### config.mk
export PLATFORM = sky130hd
export DESIGN_NAME = alu_flat
export DESIGN_NICKNAME = d
export VERILOG_FILES = /design/src/rtl/alu_if.sv /design/src/rtl/alu.sv /design/src/flat_wrapper.sv
export SDC_FILE = /design/constraint.sdc
export NUM_CORES = 1
export LEC_CHECK = 0
export ABC_CLOCK_PERIOD_IN_PS = 2300
export BUFFER_PORTS_ARGS = -buffer_cell sky130_fd_sc_hd__buf_2
export CORE_UTILIZATION = 50
export CTS_CLUSTER_DIAMETER = 200
export DETAILED_ROUTE_END_ITERATION = 6
export PLACE_DENSITY = 0.77
export SETUP_SLACK_MARGIN = 0.4
export SYNTH_ARGS = -nofsm -noshare
export SYNTH_HDL_FRONTEND = slang
export SYNTH_SLANG_ARGS = --single-unit
### constraint.sdc
create_clock -name Clk -period 2.3 [get_ports Clk]
set_input_delay 0.115 -clock Clk [delete_from_list [all_inputs] [get_ports Clk]]
set_output_delay 0.115 -clock Clk [all_outputs]
set_load 0.1 [all_outputs]
### src/rtl/alu_if.sv
// Operand/result bundle between the register file read ports, the ALU and the writeback mux.
// The testbench or datapath holds the master side; the ALU is the slave.
interface alu_if;
    logic [7:0] InputA;
    logic [7:0] InputB;
    logic       SC_in;
    logic [2:0] OP;
    logic [7:0] Out;
    logic       Zero;
    logic       SC_out;

    modport master (
        output InputA, InputB, SC_in, OP,
        input  Out, Zero, SC_out
    );

    modport slave (
        input  InputA, InputB, SC_in, OP,
        output Out, Zero, SC_out
    );
endinterface

### src/rtl/alu.sv
// 8-bit datapath ALU: combinational result/zero, registered shift/carry out.
// Define ALU_SUB_EN to turn opcode 111 into SUB; otherwise 111 yields zero.
module alu (
    input  logic   Clk,
    input  logic   Reset,
    alu_if.slave   bus
);
    typedef enum logic [2:0] {
        OP_ADD = 3'b000,
        OP_LSL = 3'b001,
        OP_LSR = 3'b010,
        OP_XOR = 3'b011,
        OP_SNE = 3'b100,
        OP_SEQ = 3'b101,
        OP_MSK = 3'b110,
        OP_EXT = 3'b111
    } op_e;

    op_e        op;
    logic [7:0] out_c;
    logic [8:0] sum;
    logic       sc_out_d;
    logic       sc_out_q;

    assign op = op_e'(bus.OP);

    always_comb begin
        out_c    = '0;
        sc_out_d = 1'b0;
        sum      = '0;
        case (op)
            OP_ADD: begin
                sum      = {1'b0, bus.InputA} + {1'b0, bus.InputB} + {8'b0, bus.SC_in};
                out_c    = sum[7:0];
                sc_out_d = sum[8];
            end
            OP_LSL: begin
                out_c    = {bus.InputA[6:0], bus.SC_in};
                sc_out_d = bus.InputA[7];
            end
            OP_LSR: begin
                out_c    = {bus.SC_in, bus.InputA[7:1]};
                sc_out_d = bus.InputA[0];
            end
            OP_XOR: out_c = bus.InputA ^ bus.InputB;
            OP_SNE: out_c = {7'b0, bus.InputA != bus.InputB};
            OP_SEQ: out_c = {7'b0, bus.InputA == bus.InputB};
            OP_MSK: out_c = bus.InputA & (8'h01 << bus.InputB[2:0]);
            OP_EXT: begin
`ifdef ALU_SUB_EN
                // Carry out of A + ~B + 1 is the "no borrow" flag.
                sum      = {1'b0, bus.InputA} + {1'b0, ~bus.InputB} + 9'd1;
                out_c    = sum[7:0];
                sc_out_d = sum[8];
`else
                out_c    = '0;
                sc_out_d = 1'b0;
`endif
            end
            default: begin
                out_c    = '0;
                sc_out_d = 1'b0;
            end
        endcase
    end

    always_ff @(posedge Clk or posedge Reset) begin
        if (Reset) sc_out_q <= 1'b0;
        else       sc_out_q <= sc_out_d;
    end

    assign bus.Out    = out_c;
    assign bus.Zero   = ~|out_c;
    assign bus.SC_out = sc_out_q;
endmodule

### src/flat_wrapper.sv
// flat-port wrapper written by rule: the top's interface ports become plain ports
module alu_flat 
  (Clk, Reset, bus_InputA, bus_InputB, bus_SC_in, bus_OP, bus_Out, bus_Zero, bus_SC_out);
  alu_if bus_i ();
  input  logic Clk;
  input  logic Reset;
  input wire logic [$bits(bus_i.InputA)-1:0] bus_InputA;
  input wire logic [$bits(bus_i.InputB)-1:0] bus_InputB;
  input wire logic [$bits(bus_i.SC_in)-1:0] bus_SC_in;
  input wire logic [$bits(bus_i.OP)-1:0] bus_OP;
  output wire logic [$bits(bus_i.Out)-1:0] bus_Out;
  output wire logic [$bits(bus_i.Zero)-1:0] bus_Zero;
  output wire logic [$bits(bus_i.SC_out)-1:0] bus_SC_out;
  assign bus_i.InputA = bus_InputA;
  assign bus_i.InputB = bus_InputB;
  assign bus_i.SC_in = bus_SC_in;
  assign bus_i.OP = bus_OP;
  assign bus_Out = bus_i.Out;
  assign bus_Zero = bus_i.Zero;
  assign bus_SC_out = bus_i.SC_out;
  alu u_core (.Clk(Clk), .Reset(Reset), .bus(bus_i));
endmodule
==> results of run 1 <==
[cell type report]
class                           count  share of cell area, %
Sequential cell                     1                  1.874
Timing Repair Buffer               38                  24.09
Multi-Input combinational cell    105                  69.73
Tap cell                           25                  2.343
Inverter                            7                  1.968
[critical path: stages]
cell and delay [ns]:
buf_8 0.10, fa_2 0.40, a211oi_2 0.33, o21bai_1 0.14, a21oi_2 0.15, xnor2_1 0.07
a21o_2 0.24, and4bb_4 0.32, buf_12 0.17
[layer usage]
layer	up-vias	track usage [%]	part of all wire, %
met3	2	2.000	4.9
met1	502	37.84	41
li1	518	-	-
met4	0	2.424	0.54
met5	-	0	0
met2	40	52.75	54
[logic make-up after synthesis]
| logic type | after synthesis | share of synthesized area (%) |
|---|---|---|
| adders and majority gates | 10 | 15.18 |
| DFF | 1 | 2.710 |
| and+or+nand+nor | 40 | 24.93 |
| buffers and inverters | 13 | 8.671 |
| AOI/OAI and AO/OA | 40 | 32.52 |
| xor gates and xnor gates | 4 | 3.795 |
| muxes | 11 | 12.20 |
[synth_stat cells, types with 2 or more instances]
cell type,instances,area [sq um]
a21o_1,3,22.52
xnor2_1,3,26.28
mux2_1,2,22.52
ha_1,8,100.1
or3_1,2,12.51
o21ai_1,3,15.01
nor4_1,2,12.51
mux2i_1,9,90.09
a22oi_1,3,22.52
a21oi_2,2,17.52
nor3_2,2,20.02
fa_1,2,40.04
nand2b_1,2,12.51
a31oi_1,3,18.77
a21oi_1,7,35.03
nand2_1,7,26.28
nor3_1,3,15.01
o21ai_0,2,10.01
a211o_1,2,17.52
inv_1,7,26.28
nor2_1,14,52.55
buf_6,2,22.52
o22ai_1,2,12.51
a211oi_1,2,15.01
o21ai_2,2,17.52
[stage by stage]
stage	instances	utilization, %	area [sq um]	setup WS [ns]
2_1_floorplan	119	-	1017	-0.3686
3_3_place_gp	174	73.12	1262	0.07705
3_5_place_dp	174	73.12	1262	0.01708
4_1_cts	176	75.87	1310	0.1281
5_1_grt	176	77.32	1335	0.05018
6_report	176	77.32	1335	0.1400
[layout by cell type (no fill, tap or decap), types with 3 or more instances in the layout]
cell      Yosys  routed
o21ai_1       3       3
buf_6         2       3
a31oi_1       3       3
nand2_1       7       7
buf_2         1      19
nor2_1       14      14
inv_1         7       6
mux2i_1       9       8
clkbuf_4      1       3
buf_4         0       6
buf_12        0       5
nor3_2        2       3
a21oi_1       7       6
ha_1          8       7
[power groups by stage]
stage	Combinational [mW]	Sequential, mW	Clock, mW
detailed placement	0.449	0.0194	0
global route	0.494	0.0197	0
floorplan	0.323	0.0288	0
CTS	0.460	0.0194	0
global placement	0.443	0.0193	0
finish	0.468	0.0194	0
[worst max-delay path by stage]
stage | from | end | slack, ns | cells after the start
floorplan | bus_SC_in | bus_Zero | -0.37 | 9
global placement | bus_SC_in | bus_Zero | 0.08 | 11
detailed placement | bus_SC_in | bus_Zero | 0.02 | 11
CTS | bus_InputA[0] | bus_Zero | 0.13 | 11
global route | bus_InputA[0] | bus_Zero | 0.05 | 9
finish | bus_InputA[0] | bus_Zero | 0.14 | 9
[repair_timing]
action | in CTS | in global routing
setup buffers | 1 | 0
hold buffers | 1 | 0
hold endpoints to repair | 1 | 0
pin swaps | 1 | 1
endpoints found under the setup margin | 4 | 9
resized for setup | 7 | 6
==> results.sh, run 1 <==
export IMPL_outcome="completed"
export IMPL_antenna_cells=0
export IMPL_layout_drive_gt1_share_pct=42.38
export IMPL_setup_viol=0
export IMPL_drt_iter0_markers=31
export IMPL_grt_usage_pct=28.70
export IMPL_max_freq_mhz=463.0
export IMPL_core_region_area_sq_um=1727
export IMPL_dp_hpwl_um=2238
export IMPL_p_clk_share_pct=0
export IMPL_grt_pass1_vias=954
export IMPL_p_sw_share_pct=60.24
export IMPL_ys_seq_area_share_pct=2.710
export IMPL_ys_flop_type="dfrtp_1"
export IMPL_globalRouteOverflowTotal=0
export IMPL_finalCritPeriodShare_pct=93.92
export IMPL_p_total_mw=0.4869
export IMPL_multiInputGateArea_sq_um=930.9
export IMPL_postSynthAreaPerCell_sq_um=7.760
export IMPL_netlist_area_sq_um=923.4
export IMPL_syn_inst=119
export IMPL_grt_max_degree=19
export IMPL_critPathKind="in -> out"
export IMPL_synth_cell_type_count=48
export IMPL_holdCritPathClass="in -> async"
export IMPL_p_sw_mw=0.2933
export IMPL_rsz0062_at_grt="yes"
export IMPL_yosys_warnings=0
export IMPL_hold_viol=0
export IMPL_nets=185
export IMPL_clkTransAtPathRegs_ns=0
export IMPL_wl_per_cell_um=15.68
export IMPL_fp_dieArea_sq_um=2023
export IMPL_pin_count=32
export IMPL_tightest_slew_ns=0.5264
export IMPL_drtAntennaViolNets=0
export IMPL_synth_nets=151
export IMPL_p_per_area_nw_per_um2=364.7
export IMPL_area_growth_pct=44.58
export IMPL_synth_edf_count=0
export IMPL_layout_min_cycle_time_ns=2.160
export IMPL_tns_ns=0
export IMPL_vias_per_cell=6.034
export IMPL_num_vias=1062
export IMPL_ys_ff_latch=1
export IMPL_io_buffers=31
export IMPL_relSlewSlack_pct=64.72
export IMPL_arrival_ns=2.05
export IMPL_die_h_um=44.98
export IMPL_dr_pass1_iters=4
export IMPL_whs_ns=0.5002
export IMPL_drv_cap=0
export IMPL_antenna_found_initial=0
export IMPL_drc=0
export IMPL_pwr_share_comb_pct=96.0
export IMPL_largest_reg_flops=1
export IMPL_start_kind="primary input"
export IMPL_seq_area_sq_um=25.02
export IMPL_grt_pass1_wl_um=4360
export IMPL_cp_required_ns=2.18
export IMPL_gp_congestion=0.8770
export IMPL_vdd_drop_max_mv=0.2548
export IMPL_internal_power_mw=0.1936
export IMPL_wl_um=2760
export IMPL_start_util_pct=53.48
export IMPL_die_w_um=44.98
export IMPL_seqPwrFrac_pct=4.0
export IMPL_slew_viol_final=0
export IMPL_rows=15
export IMPL_async_flop_share_pct=100.0
export IMPL_worst_setup_path_end_kind="primary output"
export IMPL_power_leakage_nw=0.5887
export IMPL_cp_max_fo=4
export IMPL_fillers=132
Note: power is estimated with default switching activity, not from simulation.
==> run 2: changes to the inputs <==
Settings changed: CORE_UTILIZATION 50 to 48, PLACE_DENSITY 0.77 to 0.74.
==> run 2 against run 1 <==
  * First-iteration DRC count shrank 23%
  * Die area increased by 4.0%
  * Setup slack got worse by 0.027 ns
  * Routed wire length rose by 9.5%
  * Core utilization is 3.5 points lower
  * Hold slack improved by 0.019 ns
  * Critical path depth is 2 higher
  * Sequential share of layout area barely moved
  * Combinational power about the same
  * Flip-flop and latch count stayed put
==> results.sh, run 2 (synthesis results as in run 1) <==
export IMPL_power_leakage_nw=0.5789
export IMPL_relSlewSlack_pct=67.37
export IMPL_max_freq_mhz=457.2
export IMPL_place_ws_ns=0.004188
export IMPL_grt_pass1_wl_um=4560
export IMPL_use_met2_pct=53.24
export IMPL_start_util_pct=52.34
export IMPL_setup_viol=0
export IMPL_tightest_slew_ns=0.4928
export IMPL_drt_iter0_markers=24
export IMPL_fin_ws_ns=0.1127
export IMPL_layout_common_cells="buf_2 (22), nor2_1 (14), mux2i_1 (8)"
export IMPL_drc=0
export IMPL_largest_reg_flops=1
export IMPL_dp_hpwl_um=2358
export IMPL_cp_max_fo=3
export IMPL_placed_cells=174
export IMPL_holdCritPathClass="in -> async"
export IMPL_num_vias=1089
export IMPL_arrival_ns=2.07
export IMPL_fillers=151
export IMPL_p_per_area_nw_per_um2=371.6
export IMPL_wl_per_cell_um=17.27
export IMPL_layout_drive_gt1_share_pct=41.33
export IMPL_slew_viol_final=0
export IMPL_antenna_found_initial=0
export IMPL_rsz0062_at_grt="yes"
export IMPL_rows=15
export IMPL_core_region_area_sq_um=1764
export IMPL_cp_required_ns=2.18
export IMPL_finalCritPeriodShare_pct=95.10
export IMPL_layout_min_cycle_time_ns=2.187
export IMPL_dr_pass1_iters=4
export IMPL_cpMaxStageDelayCell="fa_2"
export IMPL_globalRouteOverflowTotal=0
export IMPL_grt_util_met1_pct=36.00
export IMPL_critPathKind="in -> out"
export IMPL_cts_setup_buffers=0
export IMPL_antenna_cells=0
export IMPL_hold_viol=0
export IMPL_grt_pass1_vias=1039
export IMPL_vdd_drop_max_mv=0.3117
export IMPL_fp_dieArea_sq_um=2103
export IMPL_grt_usage_pct=29.02
export IMPL_start_kind="primary input"
export IMPL_final_common_cell="buf_2"
export IMPL_pin_count=32
export IMPL_nets=184
export IMPL_die_h_um=45.86
export IMPL_whs_ns=0.5195
export IMPL_worst_setup_path_end_kind="primary output"
export IMPL_grt_use_met3_pct=1.984
export IMPL_drtAntennaViolNets=0
export IMPL_fin_util_pct=73.83
export IMPL_wl_um=3023
export IMPL_io_buffers=31
export IMPL_grt_max_degree=19
export IMPL_crit_family="adder cells"
export IMPL_clkTransAtPathRegs_ns=0
export IMPL_area_growth_pct=41.06
export IMPL_drv_cap=0
export IMPL_tns_ns=0
export IMPL_crit_path_frequent_cell="fa_2"
export IMPL_final_cells=175
export IMPL_critical_path_max_stage_delay_ns=0.35
export IMPL_path_buf_inv=3
export IMPL_busiest_layer="met2"
export IMPL_die_w_um=45.86
export IMPL_gp_congestion=0.8350
export IMPL_path_cells="buf_4, fa_2, inv_2, fa_2, nand2b_4, a21oi_4, mux2i_2, a221oi_4, nor3_2, and4bb_4, buf_12"
export IMPL_outcome="completed"
export IMPL_vias_per_cell=6.223
-- run 2: stage by stage --
stage	cell area [sq um]	power, mW
after floorplan	1017	0.3522
after global placement	1262	0.4649
after detailed placement	1262	0.4716
after CTS	1281	0.4759
after global routing	1303	0.5060
final	1303	0.4840
-- run 2: timing repair --
action	in CTS	in global routing
pin swaps	2	1
endpoints found under the setup margin	4	8
hold endpoints to repair	1	0
gates resized for setup	2	5
hold buffers	1	0
-- run 2: worst min-delay path, stage by stage --
cell and delay [ns]:
dlygate4sd3_1 0.55, buf_2 0.12, inv_1 0.05
-- run 2: layout make-up --
cell class	instances	area [sq um]	share of cell area, %
multi-input cells	105	924.6	70.99
inverters	7	26.28	2.017
flip-flops and latches	1	25.02	1.921
well taps	25	31.28	2.402
repair buffers	37	295.3	22.67
-- run 2: worst paths after layout --
kind	startpoint	end	depth (start not counted)
max in group asynchronous	Reset	u_core.bus.SC_out$_DFF_PP0_	3
max	bus_SC_in	bus_Zero	11
min in group Clk	bus_InputA[7]	u_core.bus.SC_out$_DFF_PP0_	3
min	Reset	u_core.bus.SC_out$_DFF_PP0_	3
-- run 2: power breakdown --
part | total [mW] | switching, mW | internal [mW]
sequential | 0.0194 | 0.000257 | 0.0191
combinational | 0.465 | 0.297 | 0.167
clock | 0 | 0 | 0
total | 0.484 | 0.298 | 0.186
-- run 2: routing by layer --
metal	part of all wire [%]	up-vias
li1	-	514
met1	39	507
met2	52	62
met3	7.8	6
met4	1.7	0
met5	0	-
==> run 3: changes to the inputs <==
--- a/config.mk
+++ b/config.mk
@@ -9,7 +9,8 @@
 export BUFFER_PORTS_ARGS = -buffer_cell sky130_fd_sc_hd__buf_2
-export CORE_UTILIZATION = 48
+export CORE_UTILIZATION = 50
 export CTS_CLUSTER_DIAMETER = 200
 export DETAILED_ROUTE_END_ITERATION = 6
-export PLACE_DENSITY = 0.74
+export PLACE_DENSITY = 0.77
 export SETUP_SLACK_MARGIN = 0.4
+export SLEW_MARGIN = 20
 export SYNTH_ARGS = -nofsm -noshare
==> constraint.sdc (replaced) <==
create_clock -name Clk -period 2.3 [get_ports Clk]
set_input_delay 0.23 -clock Clk [delete_from_list [all_inputs] [get_ports Clk]]
set_output_delay 0.23 -clock Clk [all_outputs]
set_load 0.1 [all_outputs]
==> run 3 against run 2 <==
  * The run now fails in global routing
  * Area after synthesis did not move
  * Synthesized cell count did not move
==> results.sh, run 3 <==
export IMPL_rows=15
export IMPL_stop_error="[ERROR DPL-0038] Utilization greater than 100%, impossible to legalize"
export IMPL_syn_inst=119
export IMPL_synth_xor_area_share_pct=3.794
export IMPL_synth_top_area_share_pct=10.84
export IMPL_ys_flop_type="dfrtp_1"
export IMPL_async_flop_share_pct=100.0
export IMPL_io_buffers=31
export IMPL_gp_congestion=0.9105
export IMPL_synth_nets=151
export IMPL_ys_seq_area_share_pct=2.710
export IMPL_die_h_um=44.98
export IMPL_yosysMostFrequentCell="nor2_1"
export IMPL_yosys_top_cells_area="ha_1 (11%), mux2i_1 (9.8%), nor2_1 (5.7%)"
export IMPL_muxShareOfSynthArea_pct=12.20
export IMPL_ys_ff_latch=1
export IMPL_synthAdderAreaFrac_pct=15.18
export IMPL_yosys_warnings=0
export IMPL_synth_edf_count=0
export IMPL_synth_top_area_cell="ha_1"
export IMPL_postSynthAreaPerCell_sq_um=7.760
export IMPL_netlist_area_sq_um=923.4
export IMPL_start_util_pct=53.48
export IMPL_worstEndpointType="primary output"
export IMPL_haltStage="global routing"
export IMPL_grt_max_degree=16
export IMPL_yosys_area_share_simple_pct=24.93
export IMPL_pin_count=32
export IMPL_synth_top_cells_by_count="nor2_1 (14), mux2i_1 (9), ha_1 (8)"
export IMPL_die_w_um=44.98
export IMPL_synth_cell_type_count=48
export IMPL_hold_buffers=0
export IMPL_outcome="did not finish"
export IMPL_crit_endpoint="bus_Zero"
export IMPL_synth_compound_area_share_pct=32.52
export IMPL_synth_top_family_by_area="compound AO/OA/AOI/OAI gates"
export IMPL_dp_hpwl_um=2515
-- run 3: metrics by stage --
step                instances  instance area [sq um]  TNS, ns  setup slack, ns
floorplan                 119                   1062  -0.7534          -0.5980
global placement          192                   1501  -0.1400          -0.1400
detailed placement        192                   1501  -0.2320          -0.2206
CTS                       198                   1643  -0.1622          -0.1622
-- run 3: timing repair --
item / 4_1_cts
setup endpoints to repair: 9
endpoints found under the hold margin: 0
pin swaps: 16
resized for setup: 18
buffers inserted: 6
-- run 3: cell families after synthesis --
group,count (synthesis)
AO/OA/AOI/OAI,40
AND/OR/NAND/NOR,40
buffers and inverters,13
multiplexers,11
adder cells (fa/ha/maj),10
XOR/XNOR,4
flip-flops,1
==> run 4: changes to the inputs <==
Settings changed: CORE_AREA set to 2 2 63 65, CORE_UTILIZATION 50 to unset, CTS_CLUSTER_DIAMETER 200 to unset, DIE_AREA set to 0 0 65 67, PLACE_DENSITY 0.77 to unset, PLACE_DENSITY_LB_ADDON set to 0.15, SETUP_SLACK_MARGIN 0.4 to unset.
==> run 4 against run 3 <==
  * The flow now finishes, with violations (setup timing)
==> results.sh, run 4 (synthesis results as in run 1) <==
export IMPL_arrival_ns=2.20
export IMPL_internal_power_mw=0.2464
export IMPL_die_w_um=65
export IMPL_seqPwrFrac_pct=3.5
export IMPL_grt_max_degree=18
export IMPL_grt_pass1_vias=1128
export IMPL_cp_max_fo=3
export IMPL_tightest_slew_ns=0.4829
export IMPL_setup_viol=1
export IMPL_p_clk_share_pct=0
export IMPL_layout_common_cells="buf_4 (32), buf_2 (19), nor2_1 (14)"
export IMPL_fillers=386
export IMPL_cpMaxStageDelayCell="fa_2"
export IMPL_rsz0062_at_grt="yes"
export IMPL_holdCritPathClass="in -> async"
export IMPL_dp_hpwl_um=2676
export IMPL_vdd_drop_max_mv=0.2235
export IMPL_outcome="finished with violations"
export IMPL_violations="setup timing"
export IMPL_finalCritPeriodShare_pct=105.6
export IMPL_drtAntennaViolNets=0
export IMPL_final_common_cell="buf_4"
export IMPL_num_vias=1097
export IMPL_p_sw_share_pct=55.40
export IMPL_max_freq_mhz=411.9
export IMPL_core_region_area_sq_um=3606
export IMPL_worst_setup_path_end_kind="primary output"
export IMPL_drc=0
export IMPL_vias_per_cell=4.897
export IMPL_path_cells="buf_8, fa_2, buf_4, a211oi_4, o211ai_1, nand2_1, xnor2_1, a21o_1, and4bb_4, buf_12"
export IMPL_drv_cap=0
export IMPL_fin_util_pct=43.03
export IMPL_antenna_found_initial=0
export IMPL_tns_ns=-0.1279
export IMPL_grt_usage_pct=15.81
export IMPL_hold_viol=0
export IMPL_fin_ws_ns=-0.1279
export IMPL_antenna_cells=0
export IMPL_largest_reg_flops=1
export IMPL_cp_required_ns=2.07
export IMPL_start_kind="primary input"
export IMPL_layout_drive_gt1_share_pct=48.30
export IMPL_p_total_mw=0.5526
export IMPL_nets=210
export IMPL_pwr_share_comb_pct=96.5
export IMPL_slew_viol_final=0
export IMPL_io_buffers=31
export IMPL_clkTransAtPathRegs_ns=0
export IMPL_drt_iter0_markers=53
export IMPL_critPathKind="in -> out"
export IMPL_critical_path_max_stage_delay_ns=0.40
export IMPL_power_leakage_nw=0.7222
export IMPL_gp_congestion=0.7723
export IMPL_placed_cells=221
export IMPL_die_h_um=67
export IMPL_globalRouteOverflowTotal=0
export IMPL_fp_dieArea_sq_um=4355
export IMPL_relSlewSlack_pct=68.03
export IMPL_grt_pass1_wl_um=5388
export IMPL_p_per_area_nw_per_um2=356.2
export IMPL_area_growth_pct=68.02
export IMPL_pin_count=32
export IMPL_p_sw_mw=0.3062
export IMPL_dr_pass1_iters=4
export IMPL_wl_per_cell_um=14.55
export IMPL_wl_um=3259
export IMPL_start_util_pct=25.61
export IMPL_final_cells=224
export IMPL_rows=22
export IMPL_layout_min_cycle_time_ns=2.428
run 4: worst max-delay path: cells and delay by family:
| kind | cells | cell delay, ns |
|---|---|---|
| AND/OR/NAND/NOR | 2 | 0.43 |
| buffers and inverters | 3 | 0.43 |
| XOR/XNOR | 1 | 0.06 |
| AO/OA/AOI/OAI | 3 | 0.63 |
| adder cells (fa/ha/maj) | 1 | 0.40 |
run 4: layout make-up:
cell class / count / area, sq um / area share (%)
sequential: 1 / 25.02 / 1.613
multi-input combinational: 105 / 887.1 / 57.18
timing repair buffer: 63 / 553.0 / 35.65
inverter: 7 / 26.28 / 1.694
tap: 48 / 60.06 / 3.871
run 4: metal layers:
metal / track usage (%) / vias up / part of all wire [%]
li1: - / 564 / -
met1: 21.17 / 505 / 45
met2: 29.38 / 28 / 51
met3: 0.3378 / 0 / 3.9
met4: 1.064 / 0 / 0
met5: 0 / - / 0
run 4: through the flow:
| stage | worst slack, ns | cell area [sq um] | hold WS [ns] |
|---|---|---|---|
| after floorplan | -0.6042 | 979.7 | -0.04129 |
| after global placement | -0.2316 | 1494 | 0.06223 |
| after detailed placement | -0.2399 | 1494 | 0.06371 |
| after CTS | -0.1782 | 1539 | 0.06473 |
| after global routing | -0.2215 | 1551 | 0.08782 |
| final | -0.1279 | 1551 | 0.06394 |
run 4: worst paths after layout:
check	from	to	slack, ns	cells past startpoint
max	bus_InputA[0]	bus_Zero	-0.13	10
min	Reset	u_core.bus.SC_out$_DFF_PP0_	0.06	2
max in group asynchronous	Reset	u_core.bus.SC_out$_DFF_PP0_	2.15	2
min in group Clk	bus_InputA[7]	u_core.bus.SC_out$_DFF_PP0_	0.64	3
run 4: power by group through the flow:
stage	Sequential (mW)	Clock (mW)	Combinational, mW
6_report	0.0194	0	0.533
5_1_grt	0.0195	0	0.567
4_1_cts	0.0194	0	0.530
3_5_place_dp	0.0194	0	0.515
3_3_place_gp	0.0193	0	0.512
2_1_floorplan	0.0288	0	0.311
run 4: timing repair:
item | 4_1_cts | 5_1_grt
hold buffers | 0 | 0
gates resized for setup | 5 | 1
setup buffers | 2 | 2
pin swaps | 6 | 9
endpoints found under the setup margin | 3 | 3
